==> config.mk <==
export PLATFORM = sky130hd
export DESIGN_NAME = input_arbiter_flat
export DESIGN_NICKNAME = d
export VERILOG_FILES = /design/src/rtl/input_arbiter_pkg.sv /design/src/rtl/input_arbiter_if.sv /design/src/rtl/input_arbiter_debounce.sv /design/src/rtl/input_arbiter.sv /design/src/flat_wrapper.sv
export SDC_FILE = /design/constraint.sdc
export NUM_CORES = 1
export LEC_CHECK = 0
export CORE_MARGIN = 8
export CORE_UTILIZATION = 40
export CTS_BUF_LIST = sky130_fd_sc_hd__clkbuf_4
export DETAILED_ROUTE_END_ITERATION = 8
export PLACE_DENSITY = 0.71
export SYNTH_ARGS = -nofsm -noshare
export SYNTH_HDL_FRONTEND = slang
export SYNTH_SLANG_ARGS = --single-unit
==> constraint.sdc <==
create_clock -name Clock -period 3.21 [get_ports Clock]
set_input_delay 0.4815 -clock Clock [delete_from_list [all_inputs] [get_ports Clock]]
set_output_delay 0.4815 -clock Clock [all_outputs]
set_load 0.005 [all_outputs]
==> src/rtl/input_arbiter_pkg.sv <==
// Shared types and helpers for the controller input arbiter.
// Source codes, the direction vector, the FSM state and the opposite-direction sanitizer.
package input_arb_pkg;

  typedef enum logic [1:0] {
    SRC_NES  = 2'b00,
    SRC_IR   = 2'b01,
    SRC_PS2  = 2'b10,
    SRC_NONE = 2'b11
  } src_e;

  localparam logic [1:0] MODE_AUTO = 2'b11;

  typedef struct packed {
    logic up;
    logic down;
    logic left;
    logic right;
  } dir_t;

  typedef enum logic {
    ST_IDLE,
    ST_LOCKED
  } state_e;

  // Opposing presses cancel so game logic never sees an impossible direction.
  function automatic dir_t sanitize(input dir_t d);
    dir_t s;
    s = d;
    if (d.up && d.down) begin
      s.up   = 1'b0;
      s.down = 1'b0;
    end
    if (d.left && d.right) begin
      s.left  = 1'b0;
      s.right = 1'b0;
    end
    return s;
  endfunction

  function automatic src_e next_src(input src_e s);
    case (s)
      SRC_NES: return SRC_IR;
      SRC_IR:  return SRC_PS2;
      default: return SRC_NES;
    endcase
  endfunction

endpackage

==> src/rtl/input_arbiter_if.sv <==
// Bundle between the three controller front-ends plus mode select and the arbiter.
// master drives the controller side, slave is the arbiter.
interface input_arbiter_if;
  import input_arb_pkg::*;

  logic [1:0] Choice;
  dir_t       NDir;
  logic       NReadable;
  dir_t       IDir;
  logic       IReadable;
  dir_t       PDir;
  logic       PReadable;
  logic       Up;
  logic       Down;
  logic       Left;
  logic       Right;
  logic       Valid;
  logic [1:0] Source;

  modport master (
    output Choice, NDir, NReadable, IDir, IReadable, PDir, PReadable,
    input  Up, Down, Left, Right, Valid, Source
  );

  modport slave (
    input  Choice, NDir, NReadable, IDir, IReadable, PDir, PReadable,
    output Up, Down, Left, Right, Valid, Source
  );
endinterface

==> src/rtl/input_arbiter_debounce.sv <==
// Stability filter: load pulses only once the same vector has been sampled for DEBOUNCE_CYCLES clocks.
// Instantiated by input_arbiter only when INPUT_ARB_DEBOUNCE_EN is defined.
module input_debounce
  import input_arb_pkg::*;
#(
  parameter int unsigned DEBOUNCE_CYCLES = 250_000
) (
  input  logic clk,
  input  logic srst,
  input  dir_t din,
  input  logic sample,
  input  logic clear,
  output dir_t dout,
  output logic load
);

  localparam int unsigned CW = $clog2(DEBOUNCE_CYCLES + 1);

  dir_t          cand_reg;
  logic          have_reg;
  logic [CW-1:0] cnt_reg;
  logic          same;

  assign same = have_reg && (din == cand_reg);
  assign load = sample && same && (cnt_reg >= CW'(DEBOUNCE_CYCLES - 1));
  assign dout = cand_reg;

  // The count runs in clocks from the first sample of a vector; a differing sample restarts it.
  always_ff @(posedge clk) begin
    if (srst || clear) begin
      cand_reg <= '0;
      have_reg <= 1'b0;
      cnt_reg  <= '0;
    end else if (sample && !same) begin
      cand_reg <= din;
      have_reg <= 1'b1;
      cnt_reg  <= CW'(1);
    end else if (have_reg && (cnt_reg != {CW{1'b1}})) begin
      cnt_reg <= cnt_reg + CW'(1);
    end
  end

endmodule

==> src/rtl/input_arbiter.sv <==
// Direction-path arbiter between NES/SNES, IR and PS2 front-ends and game logic.
// Optional stability filter on the forwarded vector: define INPUT_ARB_DEBOUNCE_EN.
module input_arbiter
  import input_arb_pkg::*;
#(
  parameter int unsigned HOLD_CYCLES     = 25_000_000,
  parameter int unsigned DEBOUNCE_CYCLES = 250_000
) (
  input logic          Clock,
  input logic          Reset,
  input_arbiter_if.slave bus
);

  localparam int unsigned CNT_W = $clog2(HOLD_CYCLES + 1);

  state_e         state_reg, state_next;
  src_e           lock_reg, lock_next;
  src_e           rr_reg, rr_next;
  logic [CNT_W-1:0] cnt_reg, cnt_next;
  dir_t           dir_reg, dir_next;
  logic           valid_reg, valid_next;
  logic [1:0]     source_reg, source_next;
  logic [1:0]     choice_prev_reg;

  dir_t       dir_arr [4];
  logic [3:0] rd;
  logic [3:0] claim;
  logic       manual, choice_changed, win_found, sample, release_lock, load_en;
  src_e       win_src, act_src, cand;
  dir_t       act_dir, load_dir;

  assign dir_arr[0] = bus.NDir;
  assign dir_arr[1] = bus.IDir;
  assign dir_arr[2] = bus.PDir;
  assign dir_arr[3] = '0;
  assign rd         = {1'b0, bus.PReadable, bus.IReadable, bus.NReadable};
  assign claim[3]   = 1'b0;

  generate
    for (genvar gi = 0; gi < 3; gi++) begin : g_claim
      assign claim[gi] = rd[gi] && (dir_arr[gi] != '0);
    end
  endgenerate

  assign manual         = (bus.Choice != MODE_AUTO);
  assign choice_changed = (bus.Choice != choice_prev_reg);

  // Round-robin pick: first claimant at or after the pointer.
  always_comb begin
    win_found = 1'b0;
    win_src   = SRC_NES;
    cand      = rr_reg;
    for (int k = 0; k < 3; k++) begin
      if (!win_found && claim[cand]) begin
        win_found = 1'b1;
        win_src   = cand;
      end
      cand = next_src(cand);
    end
  end

  assign act_src = manual ? src_e'(bus.Choice)
                 : ((state_reg == ST_LOCKED) ? lock_reg : win_src);
  assign act_dir = sanitize(dir_arr[act_src]);
  assign sample  = !choice_changed && rd[act_src]
                 && (manual || (state_reg == ST_LOCKED) || win_found);
  assign release_lock = !choice_changed && !manual && (state_reg == ST_LOCKED)
                      && !rd[lock_reg] && (cnt_reg == CNT_W'(HOLD_CYCLES - 1));

`ifdef INPUT_ARB_DEBOUNCE_EN
  logic flt_clear;
  assign flt_clear = choice_changed || release_lock
                   || (!manual && (state_reg == ST_IDLE) && !win_found);

  input_debounce #(
    .DEBOUNCE_CYCLES (DEBOUNCE_CYCLES)
  ) u_debounce (
    .clk    (Clock),
    .srst   (Reset),
    .din    (act_dir),
    .sample (sample),
    .clear  (flt_clear),
    .dout   (load_dir),
    .load   (load_en)
  );
`else
  assign load_dir = act_dir;
  assign load_en  = sample;
`endif

  always_comb begin
    state_next  = state_reg;
    lock_next   = lock_reg;
    rr_next     = rr_reg;
    cnt_next    = cnt_reg;
    dir_next    = dir_reg;
    valid_next  = valid_reg;
    source_next = source_reg;
    if (choice_changed) begin
      state_next  = ST_IDLE;
      cnt_next    = '0;
      dir_next    = '0;
      valid_next  = 1'b0;
      source_next = SRC_NONE;
    end else if (manual) begin
      state_next  = ST_IDLE;
      source_next = bus.Choice;
      if (load_en) begin
        dir_next   = load_dir;
        valid_next = 1'b1;
      end
    end else begin
      case (state_reg)
        ST_IDLE: begin
          cnt_next    = '0;
          dir_next    = '0;
          valid_next  = 1'b0;
          source_next = SRC_NONE;
          if (win_found) begin
            state_next  = ST_LOCKED;
            lock_next   = win_src;
            source_next = win_src;
            if (load_en) begin
              dir_next   = load_dir;
              valid_next = 1'b1;
            end
          end
        end
        default: begin
          if (rd[lock_reg]) begin
            cnt_next = '0;
            if (load_en) begin
              dir_next   = load_dir;
              valid_next = 1'b1;
            end
          end else if (release_lock) begin
            state_next  = ST_IDLE;
            cnt_next    = '0;
            dir_next    = '0;
            valid_next  = 1'b0;
            source_next = SRC_NONE;
            rr_next     = next_src(lock_reg);
          end else if (cnt_reg != {CNT_W{1'b1}}) begin
            cnt_next = cnt_reg + CNT_W'(1);
          end
        end
      endcase
    end
  end

  // choice_prev tracks Choice during reset so a steady mode is not seen as a change.
  always_ff @(posedge Clock) begin
    choice_prev_reg <= bus.Choice;
    if (Reset) begin
      state_reg  <= ST_IDLE;
      lock_reg   <= SRC_NES;
      rr_reg     <= SRC_NES;
      cnt_reg    <= '0;
      dir_reg    <= '0;
      valid_reg  <= 1'b0;
      source_reg <= SRC_NONE;
    end else begin
      state_reg  <= state_next;
      lock_reg   <= lock_next;
      rr_reg     <= rr_next;
      cnt_reg    <= cnt_next;
      dir_reg    <= dir_next;
      valid_reg  <= valid_next;
      source_reg <= source_next;
    end
  end

  assign bus.Up     = dir_reg.up;
  assign bus.Down   = dir_reg.down;
  assign bus.Left   = dir_reg.left;
  assign bus.Right  = dir_reg.right;
  assign bus.Valid  = valid_reg;
  assign bus.Source = source_reg;

endmodule

==> src/flat_wrapper.sv <==
// flat-port wrapper written by rule: the top's interface ports become plain ports
module input_arbiter_flat import input_arb_pkg::*;
#(
  parameter int unsigned HOLD_CYCLES     = 25_000_000,
  parameter int unsigned DEBOUNCE_CYCLES = 250_000
)
  (Clock, Reset, bus_Choice, bus_NDir, bus_NReadable, bus_IDir, bus_IReadable, bus_PDir, bus_PReadable, bus_Up, bus_Down, bus_Left, bus_Right, bus_Valid, bus_Source);
  input_arbiter_if bus_i ();
  input logic Clock;
  input logic Reset;
  input wire logic [$bits(bus_i.Choice)-1:0] bus_Choice;
  input wire logic [$bits(bus_i.NDir)-1:0] bus_NDir;
  input wire logic [$bits(bus_i.NReadable)-1:0] bus_NReadable;
  input wire logic [$bits(bus_i.IDir)-1:0] bus_IDir;
  input wire logic [$bits(bus_i.IReadable)-1:0] bus_IReadable;
  input wire logic [$bits(bus_i.PDir)-1:0] bus_PDir;
  input wire logic [$bits(bus_i.PReadable)-1:0] bus_PReadable;
  output wire logic [$bits(bus_i.Up)-1:0] bus_Up;
  output wire logic [$bits(bus_i.Down)-1:0] bus_Down;
  output wire logic [$bits(bus_i.Left)-1:0] bus_Left;
  output wire logic [$bits(bus_i.Right)-1:0] bus_Right;
  output wire logic [$bits(bus_i.Valid)-1:0] bus_Valid;
  output wire logic [$bits(bus_i.Source)-1:0] bus_Source;
  assign bus_i.Choice = bus_Choice;
  assign bus_i.NDir = bus_NDir;
  assign bus_i.NReadable = bus_NReadable;
  assign bus_i.IDir = bus_IDir;
  assign bus_i.IReadable = bus_IReadable;
  assign bus_i.PDir = bus_PDir;
  assign bus_i.PReadable = bus_PReadable;
  assign bus_Up = bus_i.Up;
  assign bus_Down = bus_i.Down;
  assign bus_Left = bus_i.Left;
  assign bus_Right = bus_i.Right;
  assign bus_Valid = bus_i.Valid;
  assign bus_Source = bus_i.Source;
  input_arbiter #(.HOLD_CYCLES(HOLD_CYCLES), .DEBOUNCE_CYCLES(DEBOUNCE_CYCLES)) u_core (.Clock(Clock), .Reset(Reset), .bus(bus_i));
endmodule
---- Yosys cells after proc, flatten, opt, wreduce, memory -nomap -nowiden ----
Cells that the tools add are included.
storage, ports and cells
  bits of input ports ..................... 19
  register bits after elaboration ......... 39
cells by class
  muxes and demuxes ....................... 53
  bitwise operators ....................... 5
  reductions and logical operators ........ 32
  order comparisons ....................... 6
  add/subtract/negate cells ............... 1
  equal/unequal tests ..................... 11
operator list
  operator                 number
  $mux W25                 4
  $mux W4                  9
  $add A25 B1 Y25 const B  1
  $eq A25 B25 Y1 const B   1
  $ne A25 B25 Y1 const B   1
  $mux W2                  12
  $mux W1                  19
  $lt A2 B3 Y1 const B     5
  $logic_and A1 B1 Y1      13
  $pmux W2 S2              3
  $reduce_bool A4 Y1       3
  $bmux W1 S2              5
  $bmux W4 S2              1
  $ne A4 B4 Y1 const B     2
  $eq A2 B1 Y1 const B     3
  $logic_not A2 Y1         3
  $ne A3 B3 Y1 const B     2
  $logic_not A1 Y1         5
  $reduce_and A5 Y1        1
  $not A1 Y1               4
  $reduce_and A2 Y1        2
  $reduce_and A4 Y1        1
  $ge A3 B3 Y1 const B     1
  $not A2 Y3               1
  5 further kinds          6

---- Logic depth before layout (Yosys ltp) ----
Gate-level depths: netlist of run 1.
  word-level depth ........................ 23
  gate-level depth with buffers ........... 9

---- Worst setup path before layout of run 1 ----
Ideal clock, no wire load.
  path kind ............................... input port to flip-flop
  start ................................... in bus_NDir[1]
  end ..................................... reg u_core.dir_reg, in the netlist u_core.bus.Left
  stages on the path ...................... 7
  setup time .............................. 0.070 ns
  setup slack ............................. 0.475 ns
  arrival ................................. 2.665 ns
  buffers on the path ..................... 0
  required time ........................... 3.140 ns
  cells stage by stage .................... or4_4 a32o_2 or3_1 a311oi_2 o211ai_2 or3_1 a21oi_1
between the ends
  cells in the longest elaborated chain, start to end .. 23
ends and longest elaborated chain
  what                                         RTL line                                                          source
  start, declared                              flat_wrapper.sv:12                                                input wire logic [$bits(bus_i.NDir)-1:0] bus_NDir;
  $reduce_bool A4 Y1                           input_arbiter.sv:41                                               assign claim[gi] = rd[gi] && (dir_arr[gi] != '0);
  $logic_and A1 B1 Y1                          input_arbiter.sv:41
  $bmux W1 S2                                  input_arbiter.sv:54                                               if (!win_found && claim[cand]) begin
  $mux W1 (not written as such)                input_arbiter.sv:54
  $mux W1                                      input_arbiter.sv:54
  $logic_not A1 Y1                             input_arbiter.sv:54
  $logic_and A1 B1 Y1                          input_arbiter.sv:54
  $mux W1                                      input_arbiter.sv:54
  (+6 left out)                                --
  $bmux W4 S2                                  input_arbiter.sv:64                                               assign act_dir = sanitize(dir_arr[act_src]);
  $mux W4 (not written as such) (2 in series)  input_arbiter.sv:64
  $logic_and A1 B1 Y1                          input_arbiter_pkg.sv:34                                           if (d.left && d.right) begin
  $mux W2                                      input_arbiter_pkg.sv:34
  $mux W4 (on tied branches)                   input_arbiter.sv:123, input_arbiter.sv:108, input_arbiter.sv:132
  $mux W4 (on tied branches)                   input_arbiter.sv:119, input_arbiter.sv:130
  $mux W4                                      input_arbiter.sv:113                                              case (state_reg)
  $mux W4 *                                    input_arbiter.sv:105                                              end else if (manual) begin
  end signal, assigned                         input_arbiter.sv:167                                              dir_reg <= dir_next;
  end, declared                                input_arbiter.sv:20                                               dir_t dir_reg, dir_next;
Every way passes the cells marked *; elsewhere a longest branch is shown, timed or not. The select of a mux whose other input is x is not followed.
A chain may end at the register's enable or synchronous reset.

---- Final worst setup path of run 1 ----
Same ends and word-level chain as after synthesis.

==> results.ini, run 1 <==
[drt]
antenna_violating_nets_post_route=0
number_of_search_and_repair_iterations_in_the_first_detailed_routing_pass=4
detailroute.via_count=1957
post_drt_via_cell_ratio=5.39
post-route-drc-count=0
avgRoutedWirePerCell_um=13.7
totalWireLength_mm=4.98
violation_count_after_the_first_detailed_routing_iteration=161

[global_route]
grt_pass1_vias=1713
antenna_found_initial=0
grt_first_pass_wirelength_mm=8.28
groute.usage.overall=0.132
grt_max_degree=23
grt_remaining_overflow=0

[floorplanning]
dieWidth_um=89.2
core_box_area_um2=5140
core_rows=26
initial_core_util=0.417
die_h_um=89.2
die_area_um2=7950
io_pins=26

[synthesis]
synth_compound_area_frac=0.165
post_synth_and_or_nand_nor_area_fraction=0.302
mappedNetlistNets=276
synth_largest_type_area_fraction=0.364
count_of_state_elements_after_synthesis=39
syn-mean-instance-area_um2=8.37
synth_top_family_by_area=simple AND/OR/NAND/NOR gates
synth_warnings=0
synth_enable_flop_cells=0
synthMostInstantiatedCell=sky130_fd_sc_hd__nor2_1
syn-instance-count=256
postSynth.asyncResetShare=0
synthTopCellsByCount=42 x sky130_fd_sc_hd__nor2_1, 39 x sky130_fd_sc_hd__dfxtp_1, 18 x sky130_fd_sc_hd__nand2_1, 16 x sky130_fd_sc_hd__xor2_1, 14 x sky130_fd_sc_hd__nand3_1
synth_flop_cell=sky130_fd_sc_hd__dfxtp_1
synth_xor_area_frac=0.0940
synth_seq_area_share=0.364
synthAdderAreaFrac=0.00584
netlist-cell-type-count=50
yosys-mux-area-fraction=0.0479
post_synthesis_cell_type_with_the_largest_combined_area=sky130_fd_sc_hd__dfxtp_1
ys_top_cells_by_area=sky130_fd_sc_hd__dfxtp_1 36%, sky130_fd_sc_hd__nor2_1 7.4%, sky130_fd_sc_hd__xor2_1 6.5%
synth.cell_area_um2=2140

[pwr]
power.total_uw=1030
power.leakage_uw=0.000878
power.share.switching=0.222
cellInternalPower_uw=800
worst_ir_drop_on_vdd_uv=211
combinationalPowerShare=0.122
power_frac_seq=0.477
p_sw_uw=228
power_density_nw_per_um2=389
clock_power_share=0.401

[critical_path]
end_kind=register
cp.required_ns=3.49
critical-path-top-cell-by-count=sky130_fd_sc_hd__or3_1
critical_path.slowest_cell=sky130_fd_sc_hd__or4_4
cpPeakStageDelay_ns=0.56
timing.critical_path.arrival_ns=3.14
timing.critical_path.fanout_max=4
crit_chain=clkdlybuf4s50_1 > or4_4 > a32o_2 > or3_1 > a311oi_2 > o211ai_2 > or3_1 > a21oi_1
crit_path_start_kind=primary input
worstSetupPathType=in -> reg

[layout]
finalNonFillerCells=363
layout-drive-gt1-share=0.0990
area_delta_synth_final_pct=23.5
largest_reg_flops=25
fillCellCount=508
final_nets=312
finalCoreUtilization=0.515
antenna_cells=0

[place]
post-place-cells=355
port_buffers=25
dp_hpwl_mm=3.75
place_ws_ns=-0.0173
routability_congestion_estimate_from_global_placement=0.859

[clock_network]
cts_tree=done
clock-root-buffer=sky130_fd_sc_hd__clkbuf_4
cts_max_path_buffers=2
clock_sinks=39
post_cts_hold_buffer_count=0
worst_skew_pair.late_latency_ns=0.35
cts.reportedPaths.clkPinSlew_ns=0.11
cts_buffers=5
ctsHtreeMaxLevel=2
post-cts-setup-buffer-count=0
cts-resized-gates=0

[sta]
max_slew_margin=0.549
post-route-min-period_ns=2.87
max_freq_mhz=349
setup_violators_final=0
grt_setup_unrepaired=no
postLayoutSetupSlackWorst_ns=0.342
period_share=0.893
worst_clock_skew_ns=0.0151
timing_hold_violations_final=0
worst_pin_slew_ns=0.677
final_slew_violations=0

[run]
drv_cap=0

[status]
status=completed

[worst_hold_path]
hp-class=reg -> reg

[kinds of logic (layout without fill, tap and decap cells)]
| group | count (synthesis) | after routing |
|---|---|---|
| muxes | 10 | 10 |
| AOI/OAI and AO/OA | 44 | 44 |
| DFF | 39 | 39 |
| xor gates and xnor gates | 23 | 23 |
| and+or+nand+nor | 127 | 127 |
| buffers and inverters | 12 | 49 |
| adders and majority gates | 1 | 1 |
[area by class of cell]
type                            instances  area (um^2)  share of cell area
Clock buffer                            6         45.0              0.0170
Clock inverter                          2         60.1              0.0227
Inverter                                4         15.0             0.00568
Multi-Input combinational cell        205         1320               0.498
Sequential cell                        39          781               0.295
Tap cell                               70         87.6              0.0331
Timing Repair Buffer                   37          340               0.129
[metal layers]
layer / global-route usage / vias to the layer above / share of wire
met3: 0.0349 / 8 / 0.061
li1: - / 1010 / -
met5: 0 / - / 0
met1: 0.182 / 892 / 0.51
met2: 0.186 / 47 / 0.42
met4: 0.0589 / 0 / 0.017
[final timing paths]
kind	from	to	slack, ns	cells past startpoint
worst max-delay path	bus_NDir[1]	u_core.bus.Left	0.34	8
worst min-delay path	u_core.bus.Valid	u_core.bus.Valid	0.47	2
worst max register to register	u_core.cnt_reg[0]	u_core.bus.Left	0.64	8
worst min register to register	u_core.bus.Valid	u_core.bus.Valid	0.47	2
[critical path, delay by kind of cell]
family          cells  cell delay (ns)
compound gates      4             0.94
buf+inv             1             0.42
simple gates        3             1.30
[power groups by stage]
stage / combinational [uW] / clock (uW) / sequential [uW]
global placement: 124 / 0 / 501
finish: 126 / 412 / 490
global route: 136 / 440 / 491
detailed placement: 125 / 0 / 501
floorplan: 67.2 / 0 / 501
CTS: 125 / 416 / 490
[through the flow]
stage               hold slack, ns  cell area (um^2)  TNS, ns
floorplan                    0.436              2140        0
global placement             0.451              2540        0
detailed placement           0.452              2540  -0.0173
CTS                          0.472              2650        0
global route                 0.491              2650        0
finish                       0.467              2650        0
[layout by cell type, fill, tap and decap left out, types with 6 or more instances in the layout]
cell type                          n
sky130_fd_sc_hd__mux2i_1           8
sky130_fd_sc_hd__nand3_1          14
sky130_fd_sc_hd__xor2_1           16
sky130_fd_sc_hd__clkbuf_4          6
sky130_fd_sc_hd__a21oi_1          10
sky130_fd_sc_hd__nor3_1           12
sky130_fd_sc_hd__buf_4            12
sky130_fd_sc_hd__xnor2_1           7
sky130_fd_sc_hd__clkdlybuf4s50_1  25
sky130_fd_sc_hd__nand4_1          10
sky130_fd_sc_hd__dfxtp_1          39
sky130_fd_sc_hd__nand2_1          18
sky130_fd_sc_hd__nor2_1           42
No activity file was read; power rests on OpenSTA's default activity.
==> inputs of run 2 (changes only) <==
Settings changed: CAP_MARGIN from default to 20, DONT_BUFFER_PORTS from default to 1, PLACE_DENSITY 0.71 to 0.64, TNS_END_PERCENT from default to 100.
==> run 2 against run 1 <==
Effect of this change:
- first-iteration DRC count down 34%
- register-to-register slack worse by 0.05 ns
- fmax up 9.3%
- non-clock buffer count down 32
- critical path type is now reg -> reg
- largest cell class unchanged
==> results.ini, run 2 (synthesized netlist as in run 1, its figures left out) <==
[drt]
avgRoutedWirePerCell_um=14.5  ; +6.0%
post-route-drc-count=0  ; unchanged
detailroute.via_count=1836  ; -6.2%
violation_count_after_the_first_detailed_routing_iteration=107  ; -34%
totalWireLength_mm=4.81  ; -3.4%
number_of_search_and_repair_iterations_in_the_first_detailed_routing_pass=4  ; unchanged
antenna_violating_nets_post_route=0  ; unchanged
post_drt_via_cell_ratio=5.55  ; +2.9%

[place]
port_buffers=0  ; -100%
place_area_um2=2240  ; -12%
dp_hpwl_mm=3.57  ; -4.7%
post-place-cells=323  ; -9.0%
place_ws_ns=0.338  ; +0.355 ns
routability_congestion_estimate_from_global_placement=0.795  ; -7.5%

[clock_network]
post_cts_hold_buffer_count=0  ; unchanged
cts_max_path_buffers=2  ; unchanged
clock_sinks=39  ; unchanged
cts.reportedPaths.clkPinSlew_ns=0.11  ; about the same
cts-resized-gates=0  ; unchanged
clock-root-buffer=sky130_fd_sc_hd__clkbuf_4
worst_skew_pair.late_latency_ns=0.35  ; about the same
cts_buffers=5  ; unchanged
post-cts-setup-buffer-count=0  ; unchanged
cts_tree=done
ctsHtreeMaxLevel=2  ; unchanged

[critical_path]
timing.critical_path.arrival_ns=2.91  ; -0.23 ns
reg2reg_setup_slack_ns=0.59  ; -0.05 ns
timing.critical_path.fanout_max=9  ; +5
worst_r2r_endpoint=u_core.bus.Left
crit_path_start_kind=register
end_kind=register
cp.required_ns=3.50  ; about the same
timing.reg2reg.worst_path_depth=8  ; unchanged
worst_r2r_startpoint=u_core.cnt_reg[0]
worstSetupPathType=reg -> reg

[worst_hold_path]
min_delay_path_depth=0  ; -2
hp-class=in -> reg
timing.hold.worst.start=bus_Choice[1]
whs_endpoint=u_core.choice_prev_reg[1]

[global_route]
groute.usage.overall=0.132  ; about the same
grt_remaining_overflow=0  ; unchanged
grt_pass1_vias=1745  ; +1.9%
grt_first_pass_wirelength_mm=8.25  ; -0.34%
antenna_found_initial=0  ; unchanged
grt_max_degree=23  ; unchanged

[pwr]
power_density_nw_per_um2=386  ; -0.75%
power.leakage_uw=0.000736  ; -16%
worst_ir_drop_on_vdd_uv=307  ; +46%

[floorplanning]
io_pins=26  ; unchanged
core_box_area_um2=5140  ; unchanged
initial_core_util=0.417  ; unchanged
core_rows=26  ; unchanged
die_area_um2=7950  ; unchanged
dieWidth_um=89.2  ; unchanged
die_h_um=89.2  ; unchanged

[layout]
largest_reg_flops=25  ; unchanged
fillCellCount=552  ; +8.7%
area_delta_synth_final_pct=8.00
layout_common_cells=42 x sky130_fd_sc_hd__nor2_1, 39 x sky130_fd_sc_hd__dfxtp_1, 18 x sky130_fd_sc_hd__nand2_1
final_nets=280  ; -10%
register_area_um2=781  ; unchanged
antenna_cells=0  ; unchanged
area_used_by_multi_input_combinational_logic_um2=1320  ; unchanged
finalNonFillerCells=331  ; -8.8%
final_area_um2=2310  ; -13%
layout_commonest_cell=sky130_fd_sc_hd__nor2_1
layout-drive-gt1-share=0.0805  ; -0.0185

[sta]
postLayoutSetupSlackWorst_ns=0.586  ; +0.244 ns
grt_setup_unrepaired=no
post-route-min-period_ns=2.62  ; -0.244 ns
setup_total_negative_slack_ns=0  ; unchanged
final_slew_violations=0  ; unchanged
max_slew_margin=0.518  ; -0.0307
worst_pin_slew_ns=0.723  ; +0.0460 ns
timing_hold_violations_final=0  ; unchanged
worst_clock_skew_ns=0.0120  ; -0.00312 ns
max_freq_mhz=381  ; +9.3%
period_share=0.817  ; -0.0759
setup_violators_final=0  ; unchanged

[status]
status=completed

[run]
drv_cap=0  ; unchanged

run 2: cell count changes in the layout (fill, tap and decap cells not counted):
| cell | before | now |
|---|---|---|
| sky130_fd_sc_hd__buf_4 | 12 | 5 |
| sky130_fd_sc_hd__bufinv_16 | 2 | 1 |
| sky130_fd_sc_hd__clkbuf_4 | 6 | 5 |
| sky130_fd_sc_hd__clkdlybuf4s50_1 | 25 | 0 |
| sky130_fd_sc_hd__clkinv_1 | 0 | 1 |
| sky130_fd_sc_hd__clkinv_2 | 0 | 1 |
run 2: where the power goes:
group	switching (uW)	internal (uW)	total, uW
registers	3.53	488	491
clock network	161	160	321
logic	48.8	32.0	80.8
total	213	680	893
run 2: worst max path at each step:
stage                      startpoint               to  slack [ns]  depth (start not counted)
global placement          bus_NDir[1]  u_core.bus.Left        0.41                          7
finish              u_core.cnt_reg[0]  u_core.bus.Left        0.59                          8
CTS                 u_core.cnt_reg[0]  u_core.bus.Left        0.57                          8
global route        u_core.cnt_reg[0]  u_core.bus.Left        0.35                          8
detailed placement        bus_PDir[1]  u_core.bus.Left        0.34                          7
floorplan                 bus_NDir[1]  u_core.bus.Left        0.47                          7
run 2: critical path, stage by stage (launching register included):
cell and delay, ns:
sky130_fd_sc_hd__dfxtp_1 0.41, sky130_fd_sc_hd__ha_1 0.23, sky130_fd_sc_hd__and4_1 0.37, sky130_fd_sc_hd__nand3_1 0.20, sky130_fd_sc_hd__or3_1 0.42, sky130_fd_sc_hd__nand3_1 0.19, sky130_fd_sc_hd__o211ai_2 0.22, sky130_fd_sc_hd__or3_1 0.41
sky130_fd_sc_hd__a21oi_1 0.13
run 2: routing by layer:
layer  up-vias  global-route usage  routed length, um
li1        951                   -                  -
met3         5              0.0496                277
met5         -                   0                  0
met1       847               0.175               2440
met2        33               0.194               2050
met4         0              0.0363                 46
run 2: layout make-up:
cell class,count,area share
clock inverter,3,0.0168
multi-input combinational,205,0.569
tap,70,0.0379
timing repair buffer,5,0.0162
clock buffer,5,0.0162
inverter,4,0.00649
sequential,39,0.337
run 2: metrics by stage:
stage                     hold WS, ns  power [uW]   util
after floorplan                 0.436         568      -
after global placement          0.457         583  0.435
after detailed placement        0.469         583  0.435
after CTS                       0.148         903  0.450
after global routing            0.133         934  0.450
final                           0.158         893  0.450
==> inputs of run 3 (changes only) <==
Settings changed: PLACE_DENSITY 0.64 to 0.66.
Clock period 3.21 ns to 2.36 ns, I/O delays scaled along.
==> run 3 against run 2 <==
Effect of this change:
- wire length increased by 4.3%
- via count increased by 4.4%
- utilization increased by 4.1 points
- worst setup slack got worse by 0.46 ns
- cell area increased by 9.0%
- largest cell class unchanged
- sequential power increased by 36%
- worst hold slack got worse by 0.088 ns
- critical endpoint unchanged
- clock power increased by 36%
- flip-flop and latch count unchanged
- total power increased by 39%
==> results.ini, run 3 (synthesized netlist as in run 1, its figures left out) <==
[critical_path]
critical_path.slowest_cell=sky130_fd_sc_hd__or4_4
timing.critical_path.fanout_max=4  ; -5
cp.required_ns=2.65  ; -0.85 ns
crit_chain=or4_4 > a32o_1 > o41a_1 > nor3b_1 > o211ai_2 > or3_1 > a21oi_1
startpoint=bus_NDir[1]
worstSetupPathType=in -> reg
critical_path_buf_inv_count=0  ; unchanged
worst_r2r_startpoint=u_core.rr_reg[0]
crit_path_start_kind=primary input
timing.critical_path.arrival_ns=2.52  ; -0.39 ns
cpPeakStageDelay_ns=0.53  ; +0.11 ns
cpLargestDelayFamily=simple AND/OR/NAND/NOR gates
end_kind=register

[global_route]
antenna_found_initial=0  ; unchanged
global_route.usage.met2=0.207  ; +0.0135
grt_pass1_vias=1825  ; +4.6%
top_usage_layer=met2
grt_max_degree=23  ; unchanged
groute.usage.overall=0.135  ; +0.00307
use_met1=0.174  ; -0.00119
grt_remaining_overflow=0  ; unchanged
grt_first_pass_wirelength_mm=8.49  ; +2.8%
grtUsageMet3=0.0414  ; -0.00827

[drt]
totalWireLength_mm=5.02  ; +4.3%
avgRoutedWirePerCell_um=14.3  ; -1.9%
post-route-drc-count=0  ; unchanged
antenna_violating_nets_post_route=0  ; unchanged
number_of_search_and_repair_iterations_in_the_first_detailed_routing_pass=4  ; unchanged
detailroute.via_count=1917  ; +4.4%
violation_count_after_the_first_detailed_routing_iteration=88  ; -18%
post_drt_via_cell_ratio=5.45  ; -1.8%

[pwr]
power.leakage_uw=0.000860  ; +17%
worst_ir_drop_on_vdd_uv=235  ; -23%
power.total_uw=1240  ; +39%
power_density_nw_per_um2=493  ; +28%

[layout]
largest_reg_flops=25  ; unchanged
finalNonFillerCells=352  ; +6.3%
layout_commonest_cell=sky130_fd_sc_hd__nor2_1
finalCoreUtilization=0.491  ; +0.0407
layout-drive-gt1-share=0.163  ; +0.0827
area_delta_synth_final_pct=17.8
final_nets=301  ; +7.5%
antenna_cells=0  ; unchanged
layout_common_cells=42 x sky130_fd_sc_hd__nor2_1, 38 x sky130_fd_sc_hd__dfxtp_1, 24 x sky130_fd_sc_hd__buf_4

[clock_network]
cts.reportedPaths.clkPinSlew_ns=0.12  ; about the same
cts_max_path_buffers=2  ; unchanged
cts_buffers=5  ; unchanged
clock_sinks=39  ; unchanged
worst_skew_pair.late_latency_ns=0.35  ; about the same
cts_tree=done
ctsHtreeMaxLevel=2  ; unchanged
clock-root-buffer=sky130_fd_sc_hd__clkbuf_4

[sta]
max_freq_mhz=448
final_slew_violations=0  ; unchanged
period_share=0.945
max_slew_margin=0.677  ; +0.159
timing_hold_violations_final=0  ; unchanged
grt_setup_unrepaired=no
worst_pin_slew_ns=0.480  ; -0.243 ns
worst_clock_skew_ns=0.0145  ; +0.00255 ns
setup_violators_final=0  ; unchanged
setup_total_negative_slack_ns=0  ; unchanged
post-route-min-period_ns=2.23

[place]
dp_hpwl_mm=3.83  ; +7.1%
port_buffers=0  ; unchanged
routability_congestion_estimate_from_global_placement=0.841  ; +5.8%
post-place-cells=342  ; +5.9%

[floorplanning]
die_h_um=89.2  ; unchanged
io_pins=26  ; unchanged
core_rows=26  ; unchanged
core_box_area_um2=5140  ; unchanged
die_area_um2=7950  ; unchanged
initial_core_util=0.417  ; unchanged
dieWidth_um=89.2  ; unchanged

[worst_hold_path]
hp-class=in -> reg
timing.hold.worst.start=Reset

[run]
drv_cap=0  ; unchanged

[status]
status=completed

run 3: layer usage:
layer	vias to the layer above	wire length, um	share of wire
met5	-	0	0
met4	0	63	0.013
met3	7	248	0.049
li1	993	-	-
met2	33	2190	0.44
met1	884	2510	0.50
run 3: cell type report:
cell class,count,area (um^2)
timing repair buffer,26,200
multi-input combinational,205,1360
clock buffer,5,37.5
tap,70,87.6
inverter,4,15.0
fill,547,2620
clock inverter,3,38.8
sequential,39,782
run 3: worst paths after layout:
kind	to	slack (ns)	cells after the start
worst max-delay path	u_core.bus.Left	0.13	7
worst min-delay path	u_core.lock_reg[0]	0.07	1
worst max register to register	u_core.bus.Left	0.16	7
worst min register to register	u_core.bus.Valid	0.49	2
run 3: timing repair:
| action | in CTS | in global routing |
|---|---|---|
| hold buffers | 0 | 2 |
| endpoints found under the setup margin | 0 | 16 |
| endpoints found under the hold margin | 0 | 2 |
| setup buffers | 0 | 0 |
| resized for setup | 0 | 6 |
run 3: per-stage QoR:
stage | hold WS (ns) | setup slack [ns] | cell area (um^2)
detailed placement | 0.382 | -0.231 | 2390
CTS | 0.0149 | 0.0482 | 2470
floorplan | 0.382 | -0.171 | 2160
global placement | 0.382 | -0.174 | 2390
finish | 0.0702 | 0.129 | 2520
global route | 0.0288 | 0.0127 | 2520
run 3: power by group:
part / total, uW / internal [uW] / leakage, uW / switching [uW]
Combinational: 140 / 65.8 / 0.000502 / 73.8
Sequential: 667 / 663 / 0.000316 / 3.81
Clock: 437 / 218 / 0.0000426 / 220
Total: 1240 / 947 / 0.000860 / 297
